**config.mk**
```make
export PLATFORM = sky130hd
export DESIGN_NAME = mem_port_arbiter
export DESIGN_NICKNAME = d
export VERILOG_FILES = /design/src/rtl/mem_port_arbiter.sv
export SDC_FILE = /design/constraint.sdc
export NUM_CORES = 1
export LEC_CHECK = 0
export BUFFER_PORTS_ARGS = -buffer_cell sky130_fd_sc_hd__buf_2
export CORE_AREA = 2 2 96 98
export CTS_CLUSTER_DIAMETER = 100
export CTS_CLUSTER_SIZE = 8
export DETAILED_ROUTE_END_ITERATION = 8
export DIE_AREA = 0 0 98 100
export GPL_TIMING_DRIVEN = 0
export HOLD_SLACK_MARGIN = 0.15
export PLACE_DENSITY_LB_ADDON = 0.05
export SYNTH_ARGS = -nofsm -noshare
export SYNTH_HDL_FRONTEND = slang
export SYNTH_SLANG_ARGS = --single-unit
```
**constraint.sdc**
```tcl
create_clock -name clk -period 1.5 [get_ports clk]
set_input_delay 0.15 -clock clk [delete_from_list [all_inputs] [get_ports clk]]
set_output_delay 0.15 -clock clk [all_outputs]
set_load 0.01 [all_outputs]
```
**src/rtl/mem_port_arbiter.sv**
```systemverilog
// mem_port_arbiter: shares main memory port B between the display
// processor (A) and the host/DMA loader (B) with bounded round-robin.
module mem_port_arbiter #(
  parameter int MAIN_MEMORY_BYTES = 2048,
  parameter int MAX_BURST         = 4,
  parameter int AW                = $clog2(MAIN_MEMORY_BYTES)
) (
  input  logic          clk,
  input  logic          reset,
  input  logic          a_req,
  input  logic [AW-1:0] a_addr,
  input  logic [31:0]   a_wr_data,
  input  logic [3:0]    a_wr_en,
  output logic          a_gnt,
  output logic [31:0]   a_rd_data,
  output logic          a_rd_valid,
  input  logic          b_req,
  input  logic [AW-1:0] b_addr,
  input  logic [31:0]   b_wr_data,
  input  logic [3:0]    b_wr_en,
  output logic          b_gnt,
  output logic [31:0]   b_rd_data,
  output logic          b_rd_valid,
  output logic [AW-1:0] mem_addr,
  output logic [31:0]   mem_wr_data,
  output logic [3:0]    mem_wr_en,
  output logic          mem_rd_en,
  input  logic [31:0]   mem_rd_data
);

  localparam int CW = (MAX_BURST < 1) ? 1 : $clog2(MAX_BURST + 1);
  localparam logic [CW-1:0] MAXC = CW'(MAX_BURST);
  localparam logic [CW-1:0] ONE  = CW'(1);

  typedef enum logic [1:0] {
    IDLE  = 2'd0,
    OWN_A = 2'd1,
    OWN_B = 2'd2
  } state_t;

  state_t        state_q, state_d;
  logic [CW-1:0] cnt_q, cnt_d;
  logic          last_b_q, last_b_d;
  logic          a_vld_q, b_vld_q;
  logic          below_max;

  assign below_max = (cnt_q < MAXC);

  // Mealy grant decision; nothing is granted while reset is high
  always_comb begin
    a_gnt = 1'b0;
    b_gnt = 1'b0;
    if (!reset) begin
      unique case (state_q)
        IDLE: begin
          if (a_req && b_req) begin
            a_gnt = last_b_q;
            b_gnt = !last_b_q;
          end else begin
            a_gnt = a_req;
            b_gnt = b_req;
          end
        end
        OWN_A: begin
          if (a_req && (below_max || !b_req))
            a_gnt = 1'b1;
          else
            b_gnt = b_req;
        end
        OWN_B: begin
          if (b_req && (below_max || !a_req))
            b_gnt = 1'b1;
          else
            a_gnt = a_req;
        end
        default: begin
          a_gnt = 1'b0;
          b_gnt = 1'b0;
        end
      endcase
    end
  end

  // Ownership, burst count and tie-break history for the next cycle
  always_comb begin
    state_d  = IDLE;
    cnt_d    = '0;
    last_b_d = last_b_q;
    if (a_gnt) begin
      last_b_d = 1'b0;
      state_d  = OWN_A;
      if (state_q == OWN_A)
        cnt_d = below_max ? cnt_q + ONE : cnt_q;
      else
        cnt_d = ONE;
    end else if (b_gnt) begin
      last_b_d = 1'b1;
      state_d  = OWN_B;
      if (state_q == OWN_B)
        cnt_d = below_max ? cnt_q + ONE : cnt_q;
      else
        cnt_d = ONE;
    end
  end

  // Route the granted requester onto the memory port
  always_comb begin
    mem_addr    = '0;
    mem_wr_data = '0;
    mem_wr_en   = '0;
    mem_rd_en   = 1'b0;
    if (a_gnt) begin
      mem_addr    = a_addr;
      mem_wr_data = a_wr_data;
      mem_wr_en   = a_wr_en;
      mem_rd_en   = (a_wr_en == 4'h0);
    end else if (b_gnt) begin
      mem_addr    = b_addr;
      mem_wr_data = b_wr_data;
      mem_wr_en   = b_wr_en;
      mem_rd_en   = (b_wr_en == 4'h0);
    end
  end

  // Arbiter state and read-return tracking
  always_ff @(posedge clk) begin
    if (reset) begin
      state_q  <= IDLE;
      cnt_q    <= '0;
      last_b_q <= 1'b1;
      a_vld_q  <= 1'b0;
      b_vld_q  <= 1'b0;
    end else begin
      state_q  <= state_d;
      cnt_q    <= cnt_d;
      last_b_q <= last_b_d;
      a_vld_q  <= a_gnt && (a_wr_en == 4'h0);
      b_vld_q  <= b_gnt && (b_wr_en == 4'h0);
    end
  end

  // A read caught by reset still returns data but is never flagged valid
  assign a_rd_valid = a_vld_q && !reset;
  assign b_rd_valid = b_vld_q && !reset;
  assign a_rd_data  = mem_rd_data;
  assign b_rd_data  = mem_rd_data;

endmodule

```
After elaboration in Yosys (flattened, before gate mapping)
Cells that the tools add are included.
Storage, ports and cells
  output and inout port bits: 116
  bits in read-only memories: 0
  register bits after elaboration: 8
  word-level logic and storage cells: 55
  bits in latches: 0
  memories: 0
  RAM bits: 0
Operators by class
  divide/modulo/power cells: 0
  reduce and logical (&&, ||, !) cells: 18
  bitwise gates (word level): 0
  mux-type cells: 27
  $lt $le $gt $ge: 1
  add/sub/neg operators: 1
  shift-type cells: 0
  equality and inequality tests: 2
  multipliers: 0
Operators with widths (count)
  32-bit 2-to-1 mux: 2
  11-bit 2-to-1 mux: 2
  3-bit 2-to-1 mux: 5
  1-bit 2-to-1 mux: 13
  4-bit logical NOT: 2
  4-bit 2-to-1 mux: 2
  1-bit logical AND: 7
  1-bit one-hot mux with 3 select lines: 2
  1-bit logical NOT: 4
  3-bit by 1-bit adder with 3-bit output (second input constant): 1
  3-bit less-than comparator (second input constant): 1
  2-bit by 1-bit equality test with 1-bit output (second input constant): 1
  2-bit equality test (second input constant): 1
  2-bit logical NOT: 1
  1-bit logical OR: 2
  2-bit 2-to-1 mux: 1
  2-bit nonzero test: 1
  2-bit OR reduction: 1

Longest topological paths before layout
Gate-level depths: netlist of the first run.
  depth after elaboration: 8
  depth in mapped cells: 7
  gate-level depth less buffers: 5

Least setup slack after synthesis of the first run
Ideal clock, no wire load.
  path kind: flip-flop to output port
  start: reg cnt_q[2]
  end: out mem_addr[0]
  arrival: 1561 ps
  required time: 1350 ps
  buffers on the path: 3
  setup slack: -211 ps
  stages on the path, launching flop included: 8
  cells stage by stage: dfxtp_1 buf_2 and3b_1 nor4_4 buf_4 buf_4 a22oi_1 nor2_1
Between the ends
  word-level cells in the longest chain between the ends: 8
RTL lines
  start, declared: RTL line 42  | logic [CW-1:0] cnt_q, cnt_d;
  start signal, assigned: RTL line 135  | cnt_q <= cnt_d;
  3-bit less-than comparator *: RTL line 47  | assign below_max = (cnt_q < MAXC);
  1-bit logical OR (on tied branches): RTL line 71, 65
  1-bit logical AND (on tied branches): RTL line 71, 65
  1-bit 2-to-1 mux (on tied branches): RTL line 71, 65
  1-bit one-hot mux with 3 select lines: RTL line 54  | unique case (state_q)
  1-bit 2-to-1 mux: RTL line 53  | if (!reset) begin
  11-bit 2-to-1 mux: RTL line 117  | end else if (b_gnt) begin
  11-bit 2-to-1 mux *: RTL line 112  | if (a_gnt) begin
  end, declared: RTL line 24  | output logic [AW-1:0] mem_addr,
Mark *: on every way between the ends. The rest lies on a longest branch, timed or not.

Final worst setup path of the first run
  start: reg state_q[0]
  end: out mem_addr[0]
Between the ends
  word-level cells in the longest chain between the ends: 5
RTL lines
  start, declared: RTL line 41  | state_t state_q, state_d;
  start signal, assigned: RTL line 134  | state_q <= state_d;
  2-bit equality test (tied with other cells): RTL line 54
  1-bit one-hot mux with 3 select lines: RTL line 54
  1-bit 2-to-1 mux: RTL line 53
  11-bit 2-to-1 mux: RTL line 117
  11-bit 2-to-1 mux *: RTL line 112
Marks and branches as above.

==> results.tsv, run 1 <==
metric	value	unit
status	complete, but fails checks	
failing checks	setup timing	
average routed wire per standard cell	13.2	um
crit path DAT	1870	ps
Worst Tran Pin Value	406	ps
Leak	1.81	nW
Synth area leaders	buf_4 32%, a22oi_1 23%, nor2_1 13%	
First-pass DRT Iterations	4	
crit start category	register	
fmax	496	MHz
post-route ant nets	0	
Clock transition at path regs	40	ps
unrepaired setup endpoints after global routing	true	
Final GP Congestion	0.754	
clk_skew	1.61	ps
htree depth	1	
fin worst setup slack	-517	ps
gate count of the mapped netlist	233	
clk sink count	8	
maximum number of pins on one net before global-route repair	11	
Post-Place Setup Slack	-572	ps
FF-to-FF Start	cnt_q[2]	
top post-synthesis cells by count	66 x buf_4, 53 x nor2_1, 47 x a22oi_1	
CTS max path bufs	2	
total track usage	14.0	%
Critical Path Sink Type	output pin	
via count	2360	
chip height	100	um
final core utilization	36.4	%
# diodes	0	
number of global-route vias before repair	2323	
final worst-path cycle share	134	%
min Tclk post-route	2020	ps
setup TNS	-22300	ps
global-route wire length before repair	11.4	mm
Final Hold Viols	0	
worst reg2reg path depth	9	
CTS tree	built	
Post-Syn Area	1560	sq um
Port Buffers	212	
total CTS buffers	3	
Seq cells post-synth	8	
register-to-register setup slack	-270	ps
Starting DRT DRC Count	58	
insertion delay to the later sink of the worst-skew pair	220	ps
post-route cell area	3230	sq um
starting density of the core	17.6	%
PwrDens	481	nW/um^2
clock root buffer	clkbuf_8	
top-count cell post-synth	buf_4	
CP max FO	6	
fin. max-slew vios	0	
crit path launch	state_q[0]	
Final setup violation count	53	
Cell variety after synth	30	
vias per cell	4.13	
share of the synthesized area in the top cell type	31.7	%
Core Area	8890	sq um
Die W	98	um
EDFF count, synth	0	
Filler cells	967	
initial antenna violation count	0	
io pins	246	
Top FF cell, synth	dfxtp_1	
drt drc	0	
Post-Route WL	7.54	mm
Max-slew headroom	72.9	%
CP required	1350	ps
Layout Nets	594	
share of layout cells above drive strength 1	75.9	%
reg2reg end	a_vld_q	
Worst Hold Class	input pin to register	
Post-Place Cell Area	2880	sq um
gr ovfl total	0	
DP Wirelength	6.26	mm
max_cap viols	0	
Ys Warns	0	
Post-Syn Nets	364	
Async SR Flop Fraction	0	%
Max IR drop VDD	176	uV
die area	9800	sq um
Syn Area/Cell	6.71	sq um
sequential area share after synthesis	10.2	%
area delta synth->final	107	%
FP Rows	35	
leading area contributor after synthesis	buf_4	
Crit Path Class	register to output pin	
crit path capture	mem_addr[0]	
==> layout by cell type (no fill, tap or decap), drive strengths merged <==
cell type  count
a211oi         1
a21oi          4
a22oi         47
a2bb2oi        1
and3           1
and3b          1
buf          299
clkbuf        12
clkinv         1
dfxtp          8
ha             1
inv            4
mux2i          2
nand2          6
nand2b         1
nand3          1
nand3b         2
nand4bb        1
nor2          53
nor2b          2
nor3           2
nor4           1
nor4b          1
o2111a         1
o21ai          4
o22ai          1
or4            2
xnor2          1
==> final cells by class <==
| cell class | count | area [sq um] | area share [%] |
|---|---|---|---|
| Clock buffer | 3 | 41.3 | 1.28 |
| Multi-Input combinational cell | 137 | 988 | 30.6 |
| Sequential cell | 8 | 165 | 5.11 |
| Tap cell | 111 | 139 | 4.30 |
| Timing Repair Buffer | 227 | 1240 | 38.3 |
| Buffer | 81 | 637 | 19.7 |
| Inverter | 5 | 23.8 | 0.735 |
==> critical path: stages, from the launching register on <==
cell,delay (ps)
dfxtp_2,330
buf_6,130
nor4b_4,330
nor4_4,70
buf_6,140
buf_8,140
clkbuf_16,150
a22oi_2,160
nor2_2,40
buf_2,140
==> per-stage QoR <==
step / hold WS, ps / cells / power (mW)
finish: 257 / 572 / 1.55
global route: 273 / 572 / 1.66
CTS: 249 / 572 / 1.56
detailed placement: 452 / 556 / 1.17
global placement: 459 / 556 / 1.17
floorplan: 222 / 233 / 0.782
==> what timing repair did <==
action                                  4_1_cts  5_1_grt
resized for setup                            42       17
gates cloned                                  1        1
endpoints found under the setup margin       56       54
pin swaps                                     3       13
setup buffers                                12        2
hold buffers                                  0        0
==> state kept, by name, summed over array words and instances (netlist names) <==
signal,cells
state_q,2
a_vld_q,1
cnt_q,3
b_vld_q,1
last_b_q,1
==> metal layers <==
layer,track usage [%],up-vias,share of wire (%)
met3,3.13,8,8.3
met2,28.0,111,56
met4,1.92,0,0.91
li1,-,1207,-
met5,0,-,0
met1,15.3,1034,35
==> where the power goes <==
part,internal (mW),switching [mW]
clock network,0.174,0.0835
logic,0.567,0.496
registers,0.223,0.0108
total,0.964,0.590
==> worst min path at each step <==
stage / cells past startpoint / startpoint / slack, ps / endpoint
2_1_floorplan: 1 / reset / 220 / cnt_q[2]
3_3_place_gp: 2 / reset / 460 / cnt_q[2]
3_5_place_dp: 2 / reset / 450 / cnt_q[0]
4_1_cts: 2 / reset / 250 / cnt_q[2]
5_1_grt: 2 / reset / 270 / cnt_q[2]
6_report: 2 / reset / 260 / cnt_q[2]
==> kinds of logic after synthesis <==
| family | Yosys count | share of synthesized area, % |
|---|---|---|
| mux | 2 | 1.28 |
| buf+inv | 88 | 37.6 |
| fa+ha+maj | 1 | 0.800 |
| flops | 8 | 10.2 |
| compound gates | 59 | 27.3 |
| xor+xnor | 1 | 0.560 |
| simple gates | 74 | 22.2 |
(Power assumes the default switching activity.)
==> run 2, diff against run 1 <==
--- a/config.mk
+++ b/config.mk
@@ -7,13 +7,13 @@
 export LEC_CHECK = 0
 export BUFFER_PORTS_ARGS = -buffer_cell sky130_fd_sc_hd__buf_2
 export CORE_AREA = 2 2 96 98
-export CTS_CLUSTER_DIAMETER = 100
+export CTS_CLUSTER_DIAMETER = 40
 export CTS_CLUSTER_SIZE = 8
 export DETAILED_ROUTE_END_ITERATION = 8
 export DIE_AREA = 0 0 98 100
 export GPL_TIMING_DRIVEN = 0
 export HOLD_SLACK_MARGIN = 0.15
-export PLACE_DENSITY_LB_ADDON = 0.05
+export PLACE_DENSITY = 0.55
 export SYNTH_ARGS = -nofsm -noshare
 export SYNTH_HDL_FRONTEND = slang
 export SYNTH_SLANG_ARGS = --single-unit
==> results.tsv, run 2 (synthesis results as in run 1) <==
metric	value	unit	change
Post-Route WL	6.79	mm	-10%
crit path launch	cnt_q[2]		
Sw Ratio	37.6	%	-0.38 points
Final GP Congestion	0.762		+0.94%
PwrDens	477	nW/um^2	-0.81%
area delta synth->final	108	%	
hold_ws	213	ps	-44.6 ps
DP Wirelength	5.71	mm	-8.7%
# placed instances	556		unchanged
Net Sw Power	0.584	mW	-0.96%
Comb pwr share	68.7	%	+0.3 points
Die W	98	um	unchanged
First-pass DRT Iterations	4		unchanged
htree depth	1		unchanged
final core utilization	36.7	%	+0.31 points
Core Area	8890	sq um	unchanged
Clock transition at path regs	40	ps	about the same
Critical Path Sink Type	output pin		
clock root buffer	clkbuf_8		
chip height	100	um	unchanged
clk_skew	1.78	ps	+0.171 ps
fin. max-slew vios	0		unchanged
max_cap viols	0		unchanged
Final setup violation count	53		unchanged
max FFs per register	3		unchanged
Worst Tran Pin Value	435	ps	+29.0 ps
failing checks	setup timing		
number of global-route vias before repair	2220		-4.4%
Final Hold Viols	0		unchanged
unrepaired setup endpoints after global routing	true		
total track usage	12.0	%	-2.0 points
total CTS buffers	3		unchanged
commonest non-fill, non-tap cell in the layout	buf_2		
Crit Path Class	register to output pin		
hold_buf cts	0		unchanged
Layout Nets	596		+0.34%
fmax	505	MHz	+1.8%
CTS tree	built		
clk sink count	8		unchanged
insertion delay to the later sink of the worst-skew pair	220	ps	about the same
total power	1.55	mW	about the same
Leak	1.81	nW	+0.12%
internal power of the cells	0.970	mW	+0.63%
commonest non-fill, non-tap cells in the layout	213 x buf_2, 76 x buf_4, 43 x nor2_1		
crit start category	register		
register bank with the most flops	cnt_q		
crit path DAT	1830	ps	-40 ps
min Tclk post-route	1980	ps	-36.2 ps
fin worst setup slack	-480	ps	+36.2 ps
Max-slew headroom	71.0	%	-1.9 points
top flop regs	cnt_q: 3 flops, state_q: 2 flops		
initial antenna violation count	0		unchanged
maximum number of pins on one net before global-route repair	11		unchanged
via count	2395		+1.5%
reg2reg end	last_b_q		
# diodes	0		unchanged
CP required	1350	ps	about the same
die area	9800	sq um	unchanged
Port Buffers	212		unchanged
vias per cell	4.17		+1.1%
Clock power frac	16.3	%	-0.3 points
share of layout cells above drive strength 1	78.0	%	+2.0 points
starting density of the core	17.6	%	unchanged
post-route ant nets	0		unchanged
Starting DRT DRC Count	62		+6.9%
final worst-path cycle share	132	%	-2.4 points
CTS max path bufs	2		unchanged
io pins	246		unchanged
status	complete, but fails checks		
gr ovfl total	0		unchanged
setup TNS	-20970	ps	+1320 ps
sequential power share	15.0	%	about the same
drt drc	0		unchanged
Post-Place Cell Area	2880	sq um	unchanged
average routed wire per standard cell	11.8	um	-10%
FF-to-FF Start	cnt_q[2]		
non-filler cells, final	574		+0.35%
global-route wire length before repair	10.1	mm	-12%
worst reg2reg path depth	9		unchanged
CP max FO	8		+2
Worst Hold Class	input pin to register		
Max IR drop VDD	218	uV	+24%
Post-Place Setup Slack	-621	ps	-49.8 ps
crit path capture	mem_addr[0]		
register-to-register setup slack	-140	ps	+130 ps
post-route cell area	3260	sq um	+0.85%
FP Rows	35		unchanged
==> run 2: cell count changes in the layout (fill, tap and decap cells not counted), sizes merged <==
cell | previous run | this run
buf | 299 | 302
clkbuf | 12 | 11
==> run 2: per-layer routing <==
metal	track usage, %	wire (um)	vias to the layer above
met1	13.5	2580	1083
met2	24.0	3730	105
met5	0	0	-
li1	-	-	1205
met4	2.03	4	0
met3	1.95	473	2
==> run 2: power groups by stage <==
stage	Combinational [mW]	Sequential (mW)	Clock [mW]
finish	1.07	0.233	0.253
detailed placement	0.923	0.235	0
global placement	0.915	0.235	0
floorplan	0.549	0.233	0
CTS	1.04	0.234	0.258
global route	1.16	0.234	0.267
==> run 2: critical path, cell delays in order (launching register included) <==
cell and delay, ps:
dfxtp_4 350, and3b_2 220, nor4_4 280, buf_6 170
buf_12 140, clkbuf_16 150, a22oi_2 70, nor2_2 100
buf_2 130
==> run 2: layout make-up <==
cell class	count	area, sq um
sequential	8	165
timing repair buffer	228	1240
fill	947	5630
clock buffer	3	41.3
tap	111	139
buffer	82	636
inverter	5	21.3
multi-input combinational	137	1020
==> run 2: timing repair <==
action	4_1_cts	5_1_grt
gates cloned	1	1
endpoints found under the setup margin	56	54
pin swaps	18	9
resized for setup	39	23
buffers inserted	11	3
==> run 2: how the worst min path moves through the flow <==
| stage | cells past startpoint | from | to | slack [ps] |
|---|---|---|---|---|
| detailed placement | 2 | reset | cnt_q[0] | 440 |
| global placement | 2 | reset | cnt_q[0] | 440 |
| floorplan | 1 | reset | cnt_q[2] | 220 |
| global route | 2 | reset | cnt_q[0] | 240 |
| finish | 2 | reset | cnt_q[0] | 210 |
| CTS | 2 | reset | cnt_q[0] | 210 |
